$ cat config.mk
export PLATFORM = sky130hd
export DESIGN_NAME = regfile_write_arbiter
export DESIGN_NICKNAME = d
export VERILOG_FILES = /design/src/rtl/regfile_write_arbiter_pkg.sv /design/src/rtl/regfile_write_arbiter_rr_picker.sv /design/src/rtl/regfile_write_arbiter.sv
export SDC_FILE = /design/constraint.sdc
export NUM_CORES = 1
export LEC_CHECK = 0
export CORE_AREA = 2 2 65 67
export CTS_BUF_LIST = sky130_fd_sc_hd__clkbuf_4 sky130_fd_sc_hd__clkbuf_8
export DETAILED_ROUTE_END_ITERATION = 12
export DIE_AREA = 0 0 67 69
export PLACE_DENSITY = 0.84
export SYNTH_ARGS = -nofsm -noshare
export SYNTH_HDL_FRONTEND = slang
export SYNTH_HIERARCHICAL = 1
export SYNTH_SLANG_ARGS = --single-unit
$ cat constraint.sdc
create_clock -name clk -period 8.65 [get_ports clk]
set_clock_uncertainty 0.15 [all_clocks]
set_input_delay 2.595 -clock clk [delete_from_list [all_inputs] [get_ports clk]]
set_output_delay 2.595 -clock clk [all_outputs]
set_load 0.005 [all_outputs]
$ cat src/rtl/regfile_write_arbiter_pkg.sv
// Shared constants and the address-to-one-hot decode for the register-bank write arbiter.
// Optional build macro: REGWR_ARB_FIXED_PRIO_EN (fixed priority instead of round-robin).
package regwr_pkg;

  localparam int REG_W      = 16;
  localparam int DEF_NREQ   = 3;
  localparam int DEF_NREG   = 8;
  localparam int ADDR_W     = $clog2(DEF_NREG);

  // Decode is sized for the largest bank we support; callers truncate to NREG.
  localparam int MAX_ADDR_W = 8;
  localparam int MAX_NREG   = 1 << MAX_ADDR_W;

  function automatic logic [MAX_NREG-1:0] onehot(input logic [MAX_ADDR_W-1:0] addr);
    logic [MAX_NREG-1:0] v;
    v       = '0;
    v[addr] = 1'b1;
    return v;
  endfunction

endpackage

$ cat src/rtl/regfile_write_arbiter_rr_picker.sv
// Combinational requester selector: round-robin from ptr, or lowest-index-wins when
// REGWR_ARB_FIXED_PRIO_EN is defined (no ptr port in that build).
module rr_picker #(
  parameter int NREQ  = 3,
  parameter int PTR_W = $clog2(NREQ)
) (
  input  logic [NREQ-1:0]  valid,
`ifndef REGWR_ARB_FIXED_PRIO_EN
  input  logic [PTR_W-1:0] ptr,
`endif
  output logic [NREQ-1:0]  grant,
  output logic [PTR_W-1:0] idx,
  output logic             any
);

`ifndef REGWR_ARB_FIXED_PRIO_EN
  logic [PTR_W-1:0] w_cand [NREQ];

  // Scan order ptr, ptr+1, ... with an explicit wrap so non-power-of-two NREQ works.
  generate
    for (genvar gi = 0; gi < NREQ; gi++) begin : g_cand
      always_comb begin
        int s;
        s = int'(ptr) + gi;
        if (s >= NREQ) s = s - NREQ;
        w_cand[gi] = PTR_W'(s);
      end
    end
  endgenerate

  always_comb begin
    idx = '0;
    any = 1'b0;
    for (int k = NREQ - 1; k >= 0; k--) begin
      if (valid[w_cand[k]]) begin
        idx = w_cand[k];
        any = 1'b1;
      end
    end
  end
`else
  always_comb begin
    idx = '0;
    any = 1'b0;
    for (int k = NREQ - 1; k >= 0; k--) begin
      if (valid[k]) begin
        idx = PTR_W'(k);
        any = 1'b1;
      end
    end
  end
`endif

  assign grant = any ? (NREQ'(1) << idx) : '0;

endmodule

$ cat src/rtl/regfile_write_arbiter.sv
// Single write port into the register bank: picks one requester per cycle and stages a
// one-hot enable plus data in flops for the bank's falling-edge capture.
// Optional build macro: REGWR_ARB_FIXED_PRIO_EN.
module regfile_write_arbiter
  import regwr_pkg::*;
#(
  parameter int NREQ = DEF_NREQ,
  parameter int NREG = DEF_NREG,
  parameter int W    = REG_W
) (
  input  logic                          clk,
  input  logic                          rst,
  input  logic                          stall,
  input  logic [NREQ-1:0]               req_valid,
  input  logic [NREQ*$clog2(NREG)-1:0]  req_addr,
  input  logic [NREQ*W-1:0]             req_data,
  output logic [NREQ-1:0]               req_ready,
  output logic [NREG-1:0]               rf_en,
  output logic [W-1:0]                  rf_data,
  output logic                          wr_busy
);

  localparam int A_W   = $clog2(NREG);
  localparam int PTR_W = $clog2(NREQ);

  logic [NREQ-1:0]  w_grant;
  logic [PTR_W-1:0] w_idx;
  logic             w_any;
  logic             w_xfer;
  logic [A_W-1:0]   w_sel_addr;
  logic [W-1:0]     w_sel_data;

  logic [NREG-1:0]  r_en;
  logic [W-1:0]     r_data;
  logic             r_busy;

`ifndef REGWR_ARB_FIXED_PRIO_EN
  logic [PTR_W-1:0] r_ptr;
`endif

  rr_picker #(
    .NREQ  (NREQ),
    .PTR_W (PTR_W)
  ) u_picker (
    .valid (req_valid),
`ifndef REGWR_ARB_FIXED_PRIO_EN
    .ptr   (r_ptr),
`endif
    .grant (w_grant),
    .idx   (w_idx),
    .any   (w_any)
  );

  // A grant is always a transfer: the picker only selects valid requesters.
  assign w_xfer     = w_any & ~stall & ~rst;
  assign req_ready  = w_xfer ? w_grant : '0;
  assign w_sel_addr = req_addr[w_idx*A_W +: A_W];
  assign w_sel_data = req_data[w_idx*W +: W];

`ifndef REGWR_ARB_FIXED_PRIO_EN
  always_ff @(posedge clk) begin
    if (rst) begin
      r_ptr <= '0;
    end else if (w_xfer) begin
      r_ptr <= (w_idx == PTR_W'(NREQ - 1)) ? '0 : w_idx + 1'b1;
    end
  end
`endif

  // rf_data deliberately holds between writes; only the enable pulses.
  always_ff @(posedge clk) begin
    if (rst) begin
      r_en   <= '0;
      r_data <= '0;
      r_busy <= 1'b0;
    end else if (w_xfer) begin
      r_en   <= NREG'(onehot(MAX_ADDR_W'(w_sel_addr)));
      r_data <= w_sel_data;
      r_busy <= 1'b1;
    end else begin
      r_en   <= '0;
      r_busy <= 1'b0;
    end
  end

  assign rf_en   = r_en;
  assign rf_data = r_data;
  assign wr_busy = r_busy;

endmodule

-- Word level (Yosys, flattened, before mapping)
Index checks and enable logic that the tools add are counted.
- reductions and logical operators: 2
- shifts and indexed selects: 3
- magnitude comparators: 8
- add/subtract/negate cells: 6
- eq/ne operators: 1
- $mul: 1
- multiplexer cells: 21
- bitwise gates (word level): 5
- operators with widths (kind ; number):
    $shiftx 48x7->16 ; 1
    $mux 2 ; 7
    $lt 2x3->1 const B ; 3
    $lt 3x9->1 const B ; 1
    $shiftx 9x5->3 ; 1
    $mux 1 ; 8
    $bmux 1 s2 ; 3
    $ge 3x2->1 const B ; 2
    $mux 3 ; 2
    $mul 2x2->4 const B ; 1
    $sub 2x1->2 const B ; 2
    $add 2x1->3 const B ; 1
    $add 2x2->3 const B ; 1
    $demux 1 s3 ; 1
    $ge 3x1->1 const B ; 1
    $not 1->1 ; 3
    $shl 1x2->3 const A ; 1
    $add 2x1->2 const B ; 1
    $and 1x1->1 ; 2
    $eq 2x2->1 const B ; 1
    $ge 2x2->1 const B ; 1
    $reduce_or 2->1 ; 1
    $sub 2x2->2 const B ; 1
    $logic_and 1x1->1 ; 1
- input bits: 63
- output and inout bits: 28
- register bits after elaboration: 27
- logic and storage cells: 51

-- Longest topological paths before layout
- depth after elaboration: 14
- depth in mapped cells: 13

-- Modules after synthesis
Netlist, hierarchy kept.
- modules (own cells, without submodules) (module ; area an instance (um^2) ; times used ; cells an instance ; seq. area each (um^2)):
    regfile_write_arbiter ; 1312.5 ; 1 ; 135 ; 540.5
    rr_picker ; 255.2 ; 1 ; 37 ; 0.0

-- Least setup slack after synthesis
Ideal clock, no wire load.
- path type: input to output
- from: input port req_valid[1]
- to: output port req_ready[0]
- stages on the path: 8
- path slack: 1.997 ns
- buffers on the path: 1
- data arrival time: 3.908 ns
- path through: nand2_1 -> a21boi_1 -> o22a_2 -> nand3_1 -> or3b_4 -> inv_1 -> buf_2 -> and2_1
- longest elaborated chain between the ends: 8
- elaborated cells on any way between the ends: 17
- RTL lines (what ; line ; RTL):
    start: declaration ; regfile_write_arbiter.sv:14 ; input logic [NREQ-1:0] req_valid,
    $bmux 1 s2 ; regfile_write_arbiter_rr_picker.sv:35 ; if (valid[w_cand[k]]) begin
    $mux 1 (implied by the code) ; regfile_write_arbiter_rr_picker.sv:35 ;
    $mux 1 (2 in series) ; regfile_write_arbiter_rr_picker.sv:35 ;
    $mux 1 (*) ; regfile_write_arbiter_rr_picker.sv:35 ;
    named net w_any ; regfile_write_arbiter.sv:28 ; logic w_any;
    $and 1x1->1 (2 in series) ; regfile_write_arbiter.sv:55 ; assign w_xfer = w_any & ~stall & ~rst;
    $mux 3 (*) ; regfile_write_arbiter.sv:56 ; assign req_ready = w_xfer ? w_grant : '0;
    end: declaration ; regfile_write_arbiter.sv:17 ; output logic [NREQ-1:0] req_ready,
The timed path passes the listed nets; every way through them passes the cells marked *. The select of a mux whose other input is x is not followed.

-- Worst setup path after layout
Same ends and word-level chain as after synthesis.

==> report_table.html <==
<table>
<tr><th>Metric</th><th>Value</th></tr>
<tr><th colspan="2">Clock tree</th></tr>
<tr><td>Clock Path Buffers</td><td>2</td></tr>
<tr><td>Clock-pin slew reported for the worst setup and hold paths after clock tree synthesis</td><td>0.09 ns</td></tr>
<tr><td>Root Buffer</td><td>sky130_fd_sc_hd__clkbuf_8</td></tr>
<tr><td>Post-CTS setup buffer count</td><td>0</td></tr>
<tr><td># hold bufs at CTS</td><td>0</td></tr>
<tr><td>Clock Latency Late Sink</td><td>0.27 ns</td></tr>
<tr><td>Clock tree from TritonCTS</td><td>yes</td></tr>
<tr><td>CTS Buf Count</td><td>3</td></tr>
<tr><td>Num Clock Sinks</td><td>27</td></tr>
<tr><td>CTS-repair resized insts</td><td>0</td></tr>
<tr><td>H-tree lvl count</td><td>1</td></tr>
<tr><th colspan="2">Yosys</th></tr>
<tr><td>Netlist area before placement</td><td>1568 sq um</td></tr>
<tr><td>Number of register bits inferred by synthesis</td><td>27</td></tr>
<tr><td>Number of warnings issued by yosys</td><td>6</td></tr>
<tr><td>Most instantiated flip-flop cell in the synthesis netlist</td><td>sky130_fd_sc_hd__dfxtp_1</td></tr>
<tr><td>Average cell area after synthesis</td><td>9.115 sq um</td></tr>
<tr><td>Number of flops mapped to enable cells by yosys</td><td>0</td></tr>
<tr><td>Fraction of registers with async set/reset</td><td>0%</td></tr>
<tr><td>Gate Count Post-Synth</td><td>172</td></tr>
<tr><td>Number of different library cells in the post-synthesis netlist</td><td>35</td></tr>
<tr><td>Number of nets produced by synthesis</td><td>238</td></tr>
<tr><td>Portion of the post-synthesis area used by sequential elements</td><td>34.48%</td></tr>
<tr><th colspan="2">Drt</th></tr>
<tr><td>DRC violation count after routing</td><td>0</td></tr>
<tr><td>Count of nets left with antenna violations after detail routing</td><td>0</td></tr>
<tr><td>Drt first-iter violations</td><td>90</td></tr>
<tr><td>Wirelength per Cell</td><td>13.79 microns</td></tr>
<tr><td>Total via count in the routed design</td><td>1614</td></tr>
<tr><td>Vias per cell</td><td>5.327</td></tr>
<tr><td>Total routed wirelength</td><td>4.178 mm</td></tr>
<tr><td>Detailed-router iteration count before antenna repair</td><td>4</td></tr>
<tr><th colspan="2">GRT</th></tr>
<tr><td>Via count of the first global-routing pass</td><td>1652</td></tr>
<tr><td>Grt ovf</td><td>0</td></tr>
<tr><td>First-pass GRT wire length</td><td>6.989 mm</td></tr>
<tr><td>Number of antenna violations at the first check in global routing</td><td>0</td></tr>
<tr><td>Largest net degree at the start of global routing</td><td>31</td></tr>
<tr><td>Gr usage total</td><td>19.19%</td></tr>
<tr><th colspan="2">Critical path</th></tr>
<tr><td>Crit path arrival time</td><td>5.30 ns</td></tr>
<tr><td>Cells along the critical path</td><td>clkdlybuf4s50_1 &gt; nand2_1 &gt; a21boi_1 &gt; o22a_2 &gt; nand3_1 &gt; or3b_4 &gt; inv_1 &gt; and2_1 &gt; clkdlybuf4s50_1</td></tr>
<tr><td>Type of the setup path with the least slack</td><td>in2out</td></tr>
<tr><td>Startpoint kind of the worst setup timing path</td><td>input port</td></tr>
<tr><td>CP most frequent cell</td><td>sky130_fd_sc_hd__clkdlybuf4s50_1</td></tr>
<tr><td>Capturing element type of the critical path</td><td>output pin</td></tr>
<tr><td>Delay-heaviest family, CP</td><td>buffers and inverters</td></tr>
<tr><td>Data required, critical path</td><td>5.91 ns</td></tr>
<tr><td>Worst path slowest cell</td><td>sky130_fd_sc_hd__clkdlybuf4s50_1</td></tr>
<tr><td>Flop-to-flop setup slack</td><td>4.71 ns</td></tr>
<tr><td>Bufs and invs on worst path</td><td>3</td></tr>
<tr><td>Largest stage delay on the critical path</td><td>0.56 ns</td></tr>
<tr><td>Maximum fanout encountered on the critical timing path</td><td>30</td></tr>
<tr><th colspan="2">STA</th></tr>
<tr><td>Final hold vios</td><td>0</td></tr>
<tr><td>Highest Clock Rate</td><td>124.2 MHz</td></tr>
<tr><td>Pins over their slew limit</td><td>0</td></tr>
<tr><td>Final period utilization</td><td>93.06%</td></tr>
<tr><td>Setup-failing EPs final</td><td>0</td></tr>
<tr><td>Crit path time final</td><td>8.049 ns</td></tr>
<tr><td>Slew Limit Headroom</td><td>26.57%</td></tr>
<tr><td>Final total negative setup slack</td><td>0 ns</td></tr>
<tr><td>Setup repair after global routing missed its margin</td><td>false</td></tr>
<tr><td>Worst Max-Slew Pin Slew</td><td>1.099 ns</td></tr>
<tr><th colspan="2">Floorplan</th></tr>
<tr><td>Full die area</td><td>4623 sq um</td></tr>
<tr><td># rows</td><td>23</td></tr>
<tr><td>Boundary pin count</td><td>91</td></tr>
<tr><td>Die Wd</td><td>67 microns</td></tr>
<tr><td>Floorplan core area</td><td>3914 sq um</td></tr>
<tr><td>Starting density of the core</td><td>40.06%</td></tr>
<tr><td>Vertical die dimension</td><td>69 microns</td></tr>
<tr><th colspan="2">Pwr</th></tr>
<tr><td>Net switching power</td><td>0.1182 mW</td></tr>
<tr><td>Worst vdd rail ir drop</td><td>0.06871 mV</td></tr>
<tr><td>Proportion of total power due to net switching</td><td>30.70%</td></tr>
<tr><td>Total power divided by cell area</td><td>153.3 nW/um^2</td></tr>
<tr><td>Leakage power total</td><td>0.9008 nW</td></tr>
<tr><td>Internal power consumption</td><td>0.2668 mW</td></tr>
<tr><td>Clock share of power</td><td>18.5%</td></tr>
<tr><td>Portion of total power attributed to sequential cells</td><td>37.7%</td></tr>
<tr><td>Combinational power share</td><td>43.9%</td></tr>
<tr><th colspan="2">Placement</th></tr>
<tr><td>Number of cells in the design after placement</td><td>299</td></tr>
<tr><td>Final RePlAce weighted congestion</td><td>0.8256</td></tr>
<tr><td>DP Wirelength</td><td>3.175 mm</td></tr>
<tr><td>Port Buffers</td><td>90</td></tr>
<tr><th colspan="2">Layout</th></tr>
<tr><td>Filler cell count</td><td>360</td></tr>
<tr><td>Area growth from synthesis to final layout</td><td>60.18%</td></tr>
<tr><td>Most common library cell in the layout ignoring fill and taps</td><td>sky130_fd_sc_hd__clkdlybuf4s50_1</td></tr>
<tr><td>Fraction of layout cells with a size suffix above 1</td><td>4.743%</td></tr>
<tr><td>Post-layout net count</td><td>320</td></tr>
<tr><td>Number of cells in the finished layout apart from fillers</td><td>303</td></tr>
<tr><td>Most frequent cells in the layout</td><td>sky130_fd_sc_hd__clkdlybuf4s50_1 (90), sky130_fd_sc_hd__dfxtp_1 (27), sky130_fd_sc_hd__mux2i_1 (20)</td></tr>
<tr><td>Antenna fix cells</td><td>0</td></tr>
<tr><th colspan="2">Job</th></tr>
<tr><td>Max Cap Viol</td><td>0</td></tr>
<tr><th colspan="2">Run status</th></tr>
<tr><td>Outcome</td><td>finished clean</td></tr>
<tr><th colspan="2">Hold path</th></tr>
<tr><td>Kind of path behind the tightest hold check</td><td>reg2reg</td></tr>
</table>
[worst min-delay path, stage by stage (launching register included)]
cell                      delay [ns]
sky130_fd_sc_hd__dfxtp_1        0.33
sky130_fd_sc_hd__nand2_1        0.06
sky130_fd_sc_hd__a21oi_1        0.05
[state kept, by name, indices dropped and copies added, names as in the netlist]
signal and cells:
rf_data 16, r_ptr 2, wr_busy 1, rf_en 8
[worst paths after layout]
kind,from,end,depth (start not counted)
worst min register to register,r_ptr[0],r_ptr[0],2
worst max-delay path,req_valid[1],req_ready[0],9
worst min-delay path,r_ptr[0],r_ptr[0],2
worst max register to register,r_ptr[0],rf_en[5],8
[kinds of logic (layout without fill, tap and decap cells)]
logic type,Yosys count,in the layout,share of synthesized area [%]
and+or+nand+nor,50,50,18.99
AOI/OAI and AO/OA,52,52,24.82
DFF,27,27,34.48
buffers and inverters,20,101,6.544
muxes,20,20,12.77
adders and majority gates,3,3,2.395
[cells in the mapped netlist, types with 2 or more instances]
cell | instances | area, sq um
sky130_fd_sc_hd__dfxtp_1 | 27 | 540.5
sky130_fd_sc_hd__mux2i_1 | 20 | 200.2
sky130_fd_sc_hd__a2bb2oi_1 | 18 | 157.7
sky130_fd_sc_hd__nand3b_1 | 14 | 105.1
sky130_fd_sc_hd__o21ai_0 | 13 | 65.06
sky130_fd_sc_hd__nand2_1 | 8 | 30.03
sky130_fd_sc_hd__nor2_1 | 8 | 30.03
sky130_fd_sc_hd__clkbuf_1 | 6 | 22.52
sky130_fd_sc_hd__a211oi_1 | 5 | 37.54
sky130_fd_sc_hd__buf_2 | 4 | 20.02
sky130_fd_sc_hd__inv_1 | 4 | 15.01
sky130_fd_sc_hd__nor3_1 | 4 | 20.02
sky130_fd_sc_hd__nor4_1 | 4 | 25.02
sky130_fd_sc_hd__a21oi_1 | 3 | 15.01
sky130_fd_sc_hd__and2_1 | 3 | 18.77
sky130_fd_sc_hd__ha_1 | 3 | 37.54
sky130_fd_sc_hd__nor2b_1 | 3 | 18.77
sky130_fd_sc_hd__a31o_1 | 2 | 17.52
sky130_fd_sc_hd__buf_4 | 2 | 15.01
sky130_fd_sc_hd__buf_6 | 2 | 22.52
sky130_fd_sc_hd__inv_2 | 2 | 7.510
sky130_fd_sc_hd__nand3_1 | 2 | 10.01
sky130_fd_sc_hd__o22ai_1 | 2 | 12.51
sky130_fd_sc_hd__o2bb2ai_1 | 2 | 17.52
[power groups by stage]
stage	Sequential, mW	Combinational (mW)	Clock (mW)
after floorplan	0.149	0.0984	0
after global placement	0.147	0.167	0
after detailed placement	0.148	0.169	0
after CTS	0.145	0.170	0.0720
after global routing	0.147	0.185	0.0772
final	0.145	0.169	0.0711
[through the flow]
step / util (%) / cell area (sq um) / hold WS (ns) / power, mW / setup slack (ns)
floorplan: - / 1568 / 0.2992 / 0.2472 / 1.997
global placement: 62.98 / 2465 / 0.3116 / 0.3140 / 0.6849
detailed placement: 62.98 / 2465 / 0.3187 / 0.3168 / 0.5971
CTS: 64.16 / 2511 / 0.3300 / 0.3868 / 0.5910
global route: 64.16 / 2511 / 0.3592 / 0.4094 / 0.4138
finish: 64.16 / 2511 / 0.3233 / 0.3850 / 0.6007
[per-layer routing]
metal,global-route usage (%),up-vias,routed length [microns]
met4,7.483,0,72
met5,0,-,0
met3,5.873,6,310
li1,-,806,-
met2,33.66,56,2048
met1,20.93,746,1747
[cell type report]
type / count / area [sq um] / area share (%)
multi-input combinational: 125 / 930.9 / 37.07
clock inverter: 1 / 5.005 / 0.1993
inverter: 6 / 22.52 / 0.8969
tap: 50 / 62.56 / 2.491
timing repair buffer: 91 / 908.4 / 36.17
clock buffer: 3 / 41.29 / 1.644
sequential: 27 / 540.5 / 21.52
Power figures use the tool's default switching activity.
